===== config.mk =====
export PLATFORM = sky130hd
export DESIGN_NAME = wb_regfile_commit_flat
export DESIGN_NICKNAME = d
export VERILOG_FILES = /design/src/rtl/wb_regfile_commit_if.sv /design/src/rtl/wb_regfile_commit.sv /design/src/flat_wrapper.sv
export SDC_FILE = /design/constraint.sdc
export NUM_CORES = 1
export LEC_CHECK = 0
export ABC_AREA = 1
export CORE_ASPECT_RATIO = 1.1
export CORE_MARGIN = 5
export CORE_UTILIZATION = 50
export DETAILED_ROUTE_END_ITERATION = 12
export PLACE_DENSITY = 0.74
export REMOVE_ABC_BUFFERS = 1
export SLEW_MARGIN = 25
export SYNTH_ARGS = -nofsm -noshare
export SYNTH_HDL_FRONTEND = slang
export SYNTH_SLANG_ARGS = --single-unit

===== constraint.sdc =====
create_clock -name clk -period 3.7 [get_ports clk]
set_clock_uncertainty 0.05 [all_clocks]
set_input_delay 0.555 -clock clk [delete_from_list [all_inputs] [get_ports clk]]
set_output_delay 0.555 -clock clk [all_outputs]
set_load 0.05 [all_outputs]

===== src/rtl/wb_regfile_commit_if.sv =====
// ---------------------------------------------------------------------------
// wb_regfile_commit_if
// Bundle between the MEM/WB pipeline register, the decode stage, fetch and the
// writeback/register-file block.
//   W-stage inputs : ReadData, AluOutW, WA3W, PCSrcW, regWriteW, memToRegW,
//                    stallW
//   Decode reads   : PCPlus8D, RA1D, RA2D in; RD1D, RD2D out
//   Results        : ResultW (combinational), pc_redirect / pc_target
//                    (registered), retired (committed-instruction count)
// Modports: master drives the pipeline side, slave is the writeback block.
// ---------------------------------------------------------------------------
interface wb_regfile_commit_if #(
  parameter int DATA_W = 24,
  parameter int ALU_W  = 16,
  parameter int ADDR_W = 4,
  parameter int CNT_W  = 16
);
  logic [DATA_W-1:0] ReadData;
  logic [ALU_W-1:0]  AluOutW;
  logic [23:0]       WA3W;
  logic              PCSrcW;
  logic              regWriteW;
  logic              memToRegW;
  logic              stallW;
  logic [DATA_W-1:0] PCPlus8D;
  logic [ADDR_W-1:0] RA1D;
  logic [ADDR_W-1:0] RA2D;
  logic [DATA_W-1:0] RD1D;
  logic [DATA_W-1:0] RD2D;
  logic [DATA_W-1:0] ResultW;
  logic              pc_redirect;
  logic [DATA_W-1:0] pc_target;
  logic [CNT_W-1:0]  retired;

  modport master (
    output ReadData, AluOutW, WA3W, PCSrcW, regWriteW, memToRegW, stallW,
           PCPlus8D, RA1D, RA2D,
    input  RD1D, RD2D, ResultW, pc_redirect, pc_target, retired
  );

  modport slave (
    input  ReadData, AluOutW, WA3W, PCSrcW, regWriteW, memToRegW, stallW,
           PCPlus8D, RA1D, RA2D,
    output RD1D, RD2D, ResultW, pc_redirect, pc_target, retired
  );
endinterface


===== src/rtl/wb_regfile_commit.sv =====
// ---------------------------------------------------------------------------
// wb_regfile_commit
// Writeback stage: selects ResultW from the W-stage bundle, commits it into
// the architectural register file, raises a registered one-cycle PC redirect
// and counts retired instructions. Provides two decode read ports with a
// same-cycle write-through bypass. Index PC_REG aliases the PC: it is never
// stored, and reads of it return PCPlus8D.
// Ports:
//   clk    in  single clock, all state updates on posedge
//   rst_n  in  asynchronous active-low reset
//   bus    slave modport of wb_regfile_commit_if (see that file)
// ---------------------------------------------------------------------------
module wb_regfile_commit #(
  parameter int DATA_W = 24,
  parameter int ALU_W  = 16,
  parameter int NREGS  = 16,
  parameter int ADDR_W = 4,
  parameter int PC_REG = 15,
  parameter int CNT_W  = 16
) (
  input  logic                   clk,
  input  logic                   rst_n,
  wb_regfile_commit_if.slave     bus
);

  localparam int                NSTORE = NREGS - 1;
  localparam logic [ADDR_W-1:0] PC_IDX = ADDR_W'(PC_REG);

  // Register array: the PC alias slot is not stored.
  logic [DATA_W-1:0] regs_r [0:NSTORE-1];

  logic [DATA_W-1:0] result_s;
  logic [ADDR_W-1:0] idx_s;
  logic              wr_en_s;
  logic              redirect_s;
  logic              commit_s;
  logic [DATA_W-1:0] array_rd1_s;
  logic [DATA_W-1:0] array_rd2_s;
  logic [DATA_W-1:0] rd1_s;
  logic [DATA_W-1:0] rd2_s;
  logic              pc_redirect_r;
  logic [DATA_W-1:0] pc_target_r;
  logic [CNT_W-1:0]  retired_r;
  logic              unused_wa3w_s;

  // Only the low ADDR_W bits of the destination field select a register.
  assign idx_s         = bus.WA3W[ADDR_W-1:0];
  assign unused_wa3w_s = ^bus.WA3W[23:ADDR_W];

  // Writeback value select; the narrower ALU result is zero-extended.
  always_comb begin
    result_s = '0;
    if (bus.memToRegW) begin
      result_s = bus.ReadData;
    end else begin
      result_s = {{(DATA_W-ALU_W){1'b0}}, bus.AluOutW};
    end
  end

  // Commit qualifiers: a stall suppresses every side effect this cycle.
  always_comb begin
    wr_en_s    = 1'b0;
    redirect_s = 1'b0;
    commit_s   = 1'b0;
    if (!bus.stallW) begin
      wr_en_s    = bus.regWriteW && (idx_s != PC_IDX);
      redirect_s = bus.PCSrcW;
      commit_s   = bus.regWriteW || bus.PCSrcW;
    end else begin
      wr_en_s    = 1'b0;
      redirect_s = 1'b0;
      commit_s   = 1'b0;
    end
  end

  // Array read for both decode ports; unmatched indices (the PC slot) read 0.
  always_comb begin
    array_rd1_s = '0;
    array_rd2_s = '0;
    for (int i = 0; i < NSTORE; i++) begin
      array_rd1_s = (bus.RA1D == ADDR_W'(i)) ? regs_r[i] : array_rd1_s;
      array_rd2_s = (bus.RA2D == ADDR_W'(i)) ? regs_r[i] : array_rd2_s;
    end
  end

  // Read port 1: PC alias first, then write-through bypass, then the array.
  always_comb begin
    rd1_s = '0;
    if (bus.RA1D == PC_IDX) begin
      rd1_s = bus.PCPlus8D;
    end else if (wr_en_s && (bus.RA1D == idx_s)) begin
      rd1_s = result_s;
    end else begin
      rd1_s = array_rd1_s;
    end
  end

  // Read port 2: same priority as port 1.
  always_comb begin
    rd2_s = '0;
    if (bus.RA2D == PC_IDX) begin
      rd2_s = bus.PCPlus8D;
    end else if (wr_en_s && (bus.RA2D == idx_s)) begin
      rd2_s = result_s;
    end else begin
      rd2_s = array_rd2_s;
    end
  end

  // Register file write; writes aimed at the PC alias never reach the array.
  always_ff @(posedge clk or negedge rst_n) begin
    if (!rst_n) begin
      for (int i = 0; i < NSTORE; i++) begin
        regs_r[i] <= '0;
      end
    end else if (wr_en_s) begin
      for (int i = 0; i < NSTORE; i++) begin
        if (idx_s == ADDR_W'(i)) begin
          regs_r[i] <= result_s;
        end else begin
          regs_r[i] <= regs_r[i];
        end
      end
    end else begin
      for (int i = 0; i < NSTORE; i++) begin
        regs_r[i] <= regs_r[i];
      end
    end
  end

  // PC redirect: one-cycle pulse per PCSrcW commit, target held between pulses.
  always_ff @(posedge clk or negedge rst_n) begin
    if (!rst_n) begin
      pc_redirect_r <= 1'b0;
      pc_target_r   <= '0;
    end else if (redirect_s) begin
      pc_redirect_r <= 1'b1;
      pc_target_r   <= result_s;
    end else begin
      pc_redirect_r <= 1'b0;
      pc_target_r   <= pc_target_r;
    end
  end

  // Retired-instruction counter; wraps naturally at 2^CNT_W.
  always_ff @(posedge clk or negedge rst_n) begin
    if (!rst_n) begin
      retired_r <= '0;
    end else if (commit_s) begin
      retired_r <= retired_r + CNT_W'(1);
    end else begin
      retired_r <= retired_r;
    end
  end

  assign bus.ResultW     = result_s;
  assign bus.RD1D        = rd1_s;
  assign bus.RD2D        = rd2_s;
  assign bus.pc_redirect = pc_redirect_r;
  assign bus.pc_target   = pc_target_r;
  assign bus.retired     = retired_r;

endmodule


===== src/flat_wrapper.sv =====
// flat-port wrapper written by rule: the top's interface ports become plain ports
module wb_regfile_commit_flat 
#(
  parameter int DATA_W = 24,
  parameter int ALU_W  = 16,
  parameter int NREGS  = 16,
  parameter int ADDR_W = 4,
  parameter int PC_REG = 15,
  parameter int CNT_W  = 16
)
  (clk, rst_n, bus_ReadData, bus_AluOutW, bus_WA3W, bus_PCSrcW, bus_regWriteW, bus_memToRegW, bus_stallW, bus_PCPlus8D, bus_RA1D, bus_RA2D, bus_RD1D, bus_RD2D, bus_ResultW, bus_pc_redirect, bus_pc_target, bus_retired);
  wb_regfile_commit_if #(.DATA_W(DATA_W), .ALU_W(ALU_W), .ADDR_W(ADDR_W), .CNT_W(CNT_W)) bus_i ();
  input  logic clk;
  input  logic rst_n;
  input wire logic [$bits(bus_i.ReadData)-1:0] bus_ReadData;
  input wire logic [$bits(bus_i.AluOutW)-1:0] bus_AluOutW;
  input wire logic [$bits(bus_i.WA3W)-1:0] bus_WA3W;
  input wire logic [$bits(bus_i.PCSrcW)-1:0] bus_PCSrcW;
  input wire logic [$bits(bus_i.regWriteW)-1:0] bus_regWriteW;
  input wire logic [$bits(bus_i.memToRegW)-1:0] bus_memToRegW;
  input wire logic [$bits(bus_i.stallW)-1:0] bus_stallW;
  input wire logic [$bits(bus_i.PCPlus8D)-1:0] bus_PCPlus8D;
  input wire logic [$bits(bus_i.RA1D)-1:0] bus_RA1D;
  input wire logic [$bits(bus_i.RA2D)-1:0] bus_RA2D;
  output wire logic [$bits(bus_i.RD1D)-1:0] bus_RD1D;
  output wire logic [$bits(bus_i.RD2D)-1:0] bus_RD2D;
  output wire logic [$bits(bus_i.ResultW)-1:0] bus_ResultW;
  output wire logic [$bits(bus_i.pc_redirect)-1:0] bus_pc_redirect;
  output wire logic [$bits(bus_i.pc_target)-1:0] bus_pc_target;
  output wire logic [$bits(bus_i.retired)-1:0] bus_retired;
  assign bus_i.ReadData = bus_ReadData;
  assign bus_i.AluOutW = bus_AluOutW;
  assign bus_i.WA3W = bus_WA3W;
  assign bus_i.PCSrcW = bus_PCSrcW;
  assign bus_i.regWriteW = bus_regWriteW;
  assign bus_i.memToRegW = bus_memToRegW;
  assign bus_i.stallW = bus_stallW;
  assign bus_i.PCPlus8D = bus_PCPlus8D;
  assign bus_i.RA1D = bus_RA1D;
  assign bus_i.RA2D = bus_RA2D;
  assign bus_RD1D = bus_i.RD1D;
  assign bus_RD2D = bus_i.RD2D;
  assign bus_ResultW = bus_i.ResultW;
  assign bus_pc_redirect = bus_i.pc_redirect;
  assign bus_pc_target = bus_i.pc_target;
  assign bus_retired = bus_i.retired;
  wb_regfile_commit #(.DATA_W(DATA_W), .ALU_W(ALU_W), .NREGS(NREGS), .ADDR_W(ADDR_W), .PC_REG(PC_REG), .CNT_W(CNT_W)) u_core (.clk(clk), .rst_n(rst_n), .bus(bus_i));
endmodule

==> results of run 1 <==
-- per-stage QoR --
| stage | worst slack, ps | area (sq um) | std cells | power [mW] | setup TNS (ps) |
|---|---|---|---|---|---|
| floorplan | 635.9 | 20750 | 2901 | 7.539 | 0 |
| global route | -0.7525 | 26290 | 3852 | 13.89 | -0.7525 |
| global placement | -11.40 | 24830 | 3777 | 8.774 | -11.40 |
| CTS | 44.93 | 26250 | 3851 | 13.29 | 0 |
| finish | 123.2 | 26290 | 3852 | 13.31 | 0 |
| detailed placement | 14.60 | 24830 | 3777 | 8.908 | 0 |
-- Yosys cell counts --
cell and count:
or2_0 3, o21ai_0 412, nand2_1 1183, nor2_1 271, nor2_2 11, nor4b_2 1
inv_1 236, buf_2 31, nor3_1 7, nand2_4 3, nand2_2 8, ha_1 1
xnor2_1 3, xor2_1 17, dfrtp_1 401, nor3_2 1, or2_1 1, buf_4 1
clkbuf_1 144, inv_2 17, or2_2 16, nand3_1 117, nand4_1 121, a21oi_1 50
buf_1 1, o21ai_1 17, nor3b_1 1, buf_6 4, nor2_4 3
-- worst min-delay path by stage --
stage	from	end	slack, ps	cells past startpoint
after floorplan	rst_n	u_core.bus.pc_redirect	210	0
after global placement	u_core.bus.retired[15]	u_core.bus.retired[15]	410	1
after detailed placement	u_core.bus.retired[15]	u_core.bus.retired[15]	410	1
after CTS	u_core.bus.retired[15]	u_core.bus.retired[15]	430	1
after global routing	u_core.regs_r[281]	u_core.regs_r[281]	450	2
final	u_core.bus.retired[15]	u_core.bus.retired[15]	430	1
-- worst max-delay path, stage by stage --
cell and delay [ps]:
clkdlybuf4s50_1 610, inv_2 80, nand2_2 140, nor2_2 80, buf_4 180, nand2_1 60, nand2_1 50, nor2_1 110
nand3_1 80, nand2_1 110, nand3_1 90, nand2_1 110, nand4_1 140, nor2_1 140, nand3_1 130, nand2_1 80
nand2_1 60, buf_4 190
-- sequential cells by signal (all words and copies together), names as in the netlist --
register                flops
u_core.bus.retired         16
u_core.bus.pc_redirect      1
u_core.bus.pc_target       24
u_core.regs_r             360
-- cell families (layout without fill, tap and decap cells) --
kind of cell | count (synthesis) | count (layout)
XOR/XNOR | 20 | 20
flip-flops | 401 | 401
adder cells (fa/ha/maj) | 1 | 1
AND/OR/NAND/NOR | 1747 | 1747
AO/OA/AOI/OAI | 479 | 479
buffers and inverters | 434 | 637
-- repair_timing --
| item | 4_1_cts | 5_1_grt |
|---|---|---|
| pin swaps | 0 | 1 |
| resized for setup | 1 | 14 |
| hold endpoints to repair | 71 | 0 |
| buffers inserted | 0 | 1 |
| setup endpoints to repair | 2 | 35 |
| hold buffers | 1 | 0 |
-- cells in the final DEF (no fill, tap or decap), types with 58 or more instances in the layout --
| master | instances |
|---|---|
| nand3_1 | 117 |
| nand2_1 | 1181 |
| o21ai_0 | 412 |
| nor2_1 | 259 |
| buf_12 | 58 |
| nand4_1 | 121 |
| inv_1 | 235 |
| dfrtp_1 | 401 |
| buf_4 | 130 |
| clkdlybuf4s50_1 | 117 |
-- final cells by class --
class | instances | area [sq um]
flip-flops and latches | 401 | 10030
clock buffers | 65 | 1291
multi-input cells | 2247 | 9804
inverters | 253 | 952.2
repair buffers | 311 | 3383
clock inverters | 8 | 115.1
well taps | 567 | 709.4
fillers | 3676 | 16110
-- layer usage --
metal	GRT usage	part of all wire	wire (um)	vias to the layer above
met1	0.3982	0.41	29590	10230
met2	0.4842	0.46	33350	1126
li1	-	-	-	10110
met3	0.06284	0.093	6717	187
met5	0	0	0	-
met4	0.1100	0.034	2474	0
-- where the power goes --
group / internal, mW / switching, mW
clock network: 2.60 / 1.80
logic: 1.09 / 2.05
registers: 5.16 / 0.604
total: 8.86 / 4.45
==> flow_summary.json, run 1 <==
{
  "clkLatencyLatePin_ps": 550,
  "status": "completed",
  "syn_area_sq_um": 21500,
  "grt-ovfl-total": 0,
  "numClockSinks": 401,
  "startpoint": "bus_RA1D[2]",
  "drc": 0,
  "fmax_mhz": 279.6,
  "syn-mean-instance-area_sq_um": 6.976,
  "whs_ps": 428.1,
  "cts_tree": "yes",
  "crit_end": "bus_RD1D[14]",
  "die_h_um": 227.5,
  "syn_inst": 3082,
  "clockBufferDepth": 3,
  "worstPathArrival_ps": 2970,
  "crit_required_ps": 3090,
  "setup_viol": 0,
  "leakage_nw": 12.31,
  "grt_pass1_wl_um": 113900,
  "viasPerCell": 5.620,
  "synthAdderAreaFrac": 0.0005819,
  "synth_xor_xnor_area_share": 0.008147,
  "synth.area.mux_share": 0,
  "synth_seq_cells": 401,
  "irDropWorstVdd_mv": 0.4808,
  "place_congestion": 0.9368,
  "synth_top_area_frac": 0.4667,
  "nets": 3360,
  "design.core.area_sq_um": 42400,
  "grt_start_max_net_pins": 109,
  "start_kind": "primary input",
  "grt_pass1_vias": 20870,
  "slew_headroom": 0.3215,
  "initial_utilization": 0.5070,
  "synth-compound-area-share": 0.1115,
  "worstReg2RegStart": "u_core.bus.retired[0]",
  "rr_endpoint": "u_core.bus.retired[15]",
  "post_drt_wl_per_cell_um": 18.73,
  "cts_buffers": 43,
  "drive_gt1_frac": 0.09893,
  "h-tree-depth": 2,
  "drt_iter0_markers": 2625,
  "slew_violations": 0,
  "detail-route-antenna-nets": 0,
  "first_pass_iters": 7,
  "worstSetupEndpointType": "primary output",
  "synth-simple-area-share": 0.3339,
  "worst-r2r-cell-count": 9,
  "fin_crit_ps": 3577,
  "hold_viol": 0,
  "post-route-util": 0.6200,
  "antenna_found_initial": 0,
  "die-area_sq_um": 47250,
  "dieWidth_um": 207.7,
  "vias": 21650,
  "cap_violations": 0,
  "hpwl_um": 49800,
  "cts_root_buf": "clkbuf_16",
  "synth.yosys.seq_area_share": 0.4667,
  "powerDensity_nw_per_um2": 506.2,
  "worstMarginPinSlew_ps": 1012,
  "grtUsageTotal": 0.2975,
  "synth_cell_types": 29,
  "finalCritPeriodShare": 0.9667,
  "hold_path.class": "reg -> reg",
  "syn_to_final_growth_pct": 22.28,
  "r2r_slack_ps": 1590,
  "synth_area_leader_cell": "dfrtp_1",
  "drt-total-wl_um": 72130,
  "synth_top_family_by_area": "simple AND/OR/NAND/NOR gates",
  "clkSlewWorstSetupHoldPaths_ps": 60,
  "io_buffers": 194,
  "synth.area.top_cells": "dfrtp_1 (47%), nand2_1 (21%), o21ai_0 (9.6%)",
  "ys_warn_count": 0,
  "antennaDiodeCount": 0,
  "ios": 215,
  "rows": 79,
  "critPathKind": "in -> out",
  "worstPathMaxFanout": 7
}
No activity file was read; power rests on OpenSTA's default activity.
==> run 2: changes to the inputs <==
--- a/config.mk
+++ b/config.mk
@@ -10,6 +10,7 @@
 export CORE_MARGIN = 5
 export CORE_UTILIZATION = 50
 export DETAILED_ROUTE_END_ITERATION = 12
+export GPL_TIMING_DRIVEN = 0
 export PLACE_DENSITY = 0.74
 export REMOVE_ABC_BUFFERS = 1
 export SLEW_MARGIN = 25
==> run 2 against run 1 <==
  * Critical path depth shrank 8
  * Critical endpoint is now bus_RD1D[22]
  * Sequential share of layout area fell by 0.56 points
  * Critical path type unchanged
  * Wire length rose by 9.5%
  * Utilization is 0.93 points higher
==> flow_summary.json, run 2 (synthesized netlist as in run 1, its figures left out) <==
{
  "cts_buffers": 43,
  "cp_top_family": "buffers and inverters",
  "fillCellCount": 3632,
  "rsz0062_at_grt": "false",
  "grt_pass1_wl_um": 122100,
  "cts_tree": "yes",
  "leakage_nw": 12.19,
  "worstSetupEndpointType": "primary output",
  "layout_commonest_cell": "nand2_1",
  "worstPathArrival_ps": 3030,
  "worstMarginPinSlew_ps": 946.1,
  "design_area_sq_um": 26680,
  "setup_viol": 0,
  "dieWidth_um": 207.7,
  "grt_pass1_vias": 21560,
  "powerDensity_nw_per_um2": 493.9,
  "initial_utilization": 0.5070,
  "cpMostUsedCell": "nand2_1",
  "fin_ws_ps": 62.31,
  "hold_end": "u_core.bus.pc_target[7]",
  "worst-r2r-cell-count": 9,
  "crit_buf_inv": 4,
  "place_congestion": 0.9328,
  "slew_violations": 0,
  "drt_iter0_markers": 3023,
  "placedCellCount": 3689,
  "status": "completed",
  "worstReg2RegStart": "u_core.bus.retired[0]",
  "grt_start_max_net_pins": 92,
  "post_drt_wl_per_cell_um": 20.45,
  "hold_path.class": "reg -> reg",
  "numClockSinks": 401,
  "max_stage_delay_ps": 510,
  "slew_headroom": 0.3693,
  "drive_gt1_frac": 0.1096,
  "start_kind": "primary input",
  "pre_cts_ws_ps": -1439,
  "antennaDiodeCount": 0,
  "io_buffers": 194,
  "first_pass_iters": 6,
  "fin_crit_ps": 3638,
  "vias": 22570,
  "viasPerCell": 5.848,
  "antenna_found_initial": 0,
  "ios": 215,
  "clockBufferDepth": 3,
  "stdcell_count": 3860,
  "die_h_um": 227.5,
  "placed_area_sq_um": 24150,
  "nets": 3367,
  "irDropWorstVdd_mv": 0.4802,
  "top_register": "u_core.regs_r",
  "hold_viol": 0,
  "finalCritPeriodShare": 0.9832,
  "cts_root_buf": "clkbuf_16",
  "path_depth": 10,
  "final_cell_mix": "nand2_1 (1167), o21ai_0 (412), dfrtp_1 (401)",
  "grt-ovfl-total": 0,
  "fmax_mhz": 274.9,
  "drc": 0,
  "largest_reg_flops": 360,
  "die-area_sq_um": 47250,
  "worstPathMaxFanout": 10,
  "detail-route-antenna-nets": 0,
  "syn_to_final_growth_pct": 24.10,
  "min_from": "u_core.bus.pc_target[7]",
  "clkSlewWorstSetupHoldPaths_ps": 60,
  "critPathKind": "in -> out",
  "cap_violations": 0,
  "crit_required_ps": 3090,
  "clkLatencyLatePin_ps": 560,
  "design.core.area_sq_um": 42400,
  "crit_slowest_cell": "dlygate4sd2_1",
  "drt-total-wl_um": 78950,
  "rr_endpoint": "u_core.bus.retired[15]",
  "crit_path_cell_trace": "dlygate4sd2_1 > xor2_1 > a21oi_4 > nand3_4 > clkinvlp_4 > buf_4 > nand2_1 > o21ai_1 > nand2_1 > clkdlybuf4s15_2",
  "r2r_slack_ps": 1710,
  "hpwl_um": 48740,
  "rows": 79,
  "h-tree-depth": 2,
  "grtUsageTotal": 0.3246,
  "holdPathStages": 2
}
==> run 2: cell count changes in the layout (fill, tap and decap cells not counted), moves of 8 or more <==
cell and delta:
buf_12 -35, buf_16 +9, buf_4 -65, clkbuf_2 +8, clkdlybuf4s15_2 +44, clkdlybuf4s50_1 +15, nand2_1 -14, nand2_2 +8
nor2_1 -11, nor2_2 -15, nor2_4 +40, o21ai_1 -11, o21ai_2 +11
==> run 2: area by class of cell <==
cell class | instances | area (sq um) | share of cell area
Clock buffer | 61 | 1226 | 0.04595
Clock inverter | 13 | 142.6 | 0.005346
Inverter | 253 | 984.7 | 0.03690
Multi-Input combinational cell | 2262 | 10300 | 0.3859
Sequential cell | 401 | 10030 | 0.3761
Tap cell | 567 | 709.4 | 0.02659
Timing Repair Buffer | 301 | 3273 | 0.1227
Timing Repair inverter | 2 | 15.01 | 0.0005627
==> run 2: worst register-to-register path, delay by kind of cell (launching register included) <==
kind,cells,cell delay [ps]
simple gates,8,1230
flops,1,440
xor+xnor,1,180
==> run 2: what timing repair did <==
| item | CTS | global route |
|---|---|---|
| setup endpoints to repair | 52 | 45 |
| pin swaps | 26 | 1 |
| setup buffers | 74 | 5 |
| hold buffers | 1 | 0 |
| resized for setup | 214 | 19 |
| gates cloned | 17 | 0 |
| endpoints found under the hold margin | 59 | 0 |
==> run 2: routing by layer <==
metal,global-route usage,vias to the layer above,share of wire
met5,0,-,0
met4,0.1689,0,0.058
met3,0.08448,355,0.11
met2,0.5179,1498,0.45
met1,0.4126,10570,0.38
li1,-,10150,-
==> run 2: worst max path at each step <==
stage | startpoint | to | slack, ps
after floorplan | bus_RA2D[3] | bus_RD2D[3] | 640
after global placement | rst_n | u_core.regs_r[223] | -15700
after detailed placement | bus_RA1D[0] | bus_RD1D[4] | -1440
after CTS | bus_RA1D[3] | bus_RD1D[11] | 3
after global routing | bus_RA2D[0] | bus_RD2D[15] | 5
final | bus_WA3W[1] | bus_RD1D[22] | 60
==> run 2: stage by stage <==
stage / util / power, mW / hold slack, ps / TNS [ps]
final: 0.6293 / 13.18 / 435.6 / 0
after global routing: 0.6293 / 13.73 / 458.3 / 0
after CTS: 0.6289 / 13.12 / 437.8 / 0
after detailed placement: 0.5695 / 8.758 / 423.1 / -59930
after global placement: 0.5518 / 8.598 / 413.3 / -6416550
after floorplan: - / 7.539 / 209.4 / 0
==> run 2: report_power, final <==
group          total, mW  switching [mW]  internal [mW]
Combinational       3.08            2.10          0.983
Sequential          5.77           0.608           5.17
Clock               4.33            1.82           2.51
Total               13.2            4.52           8.66
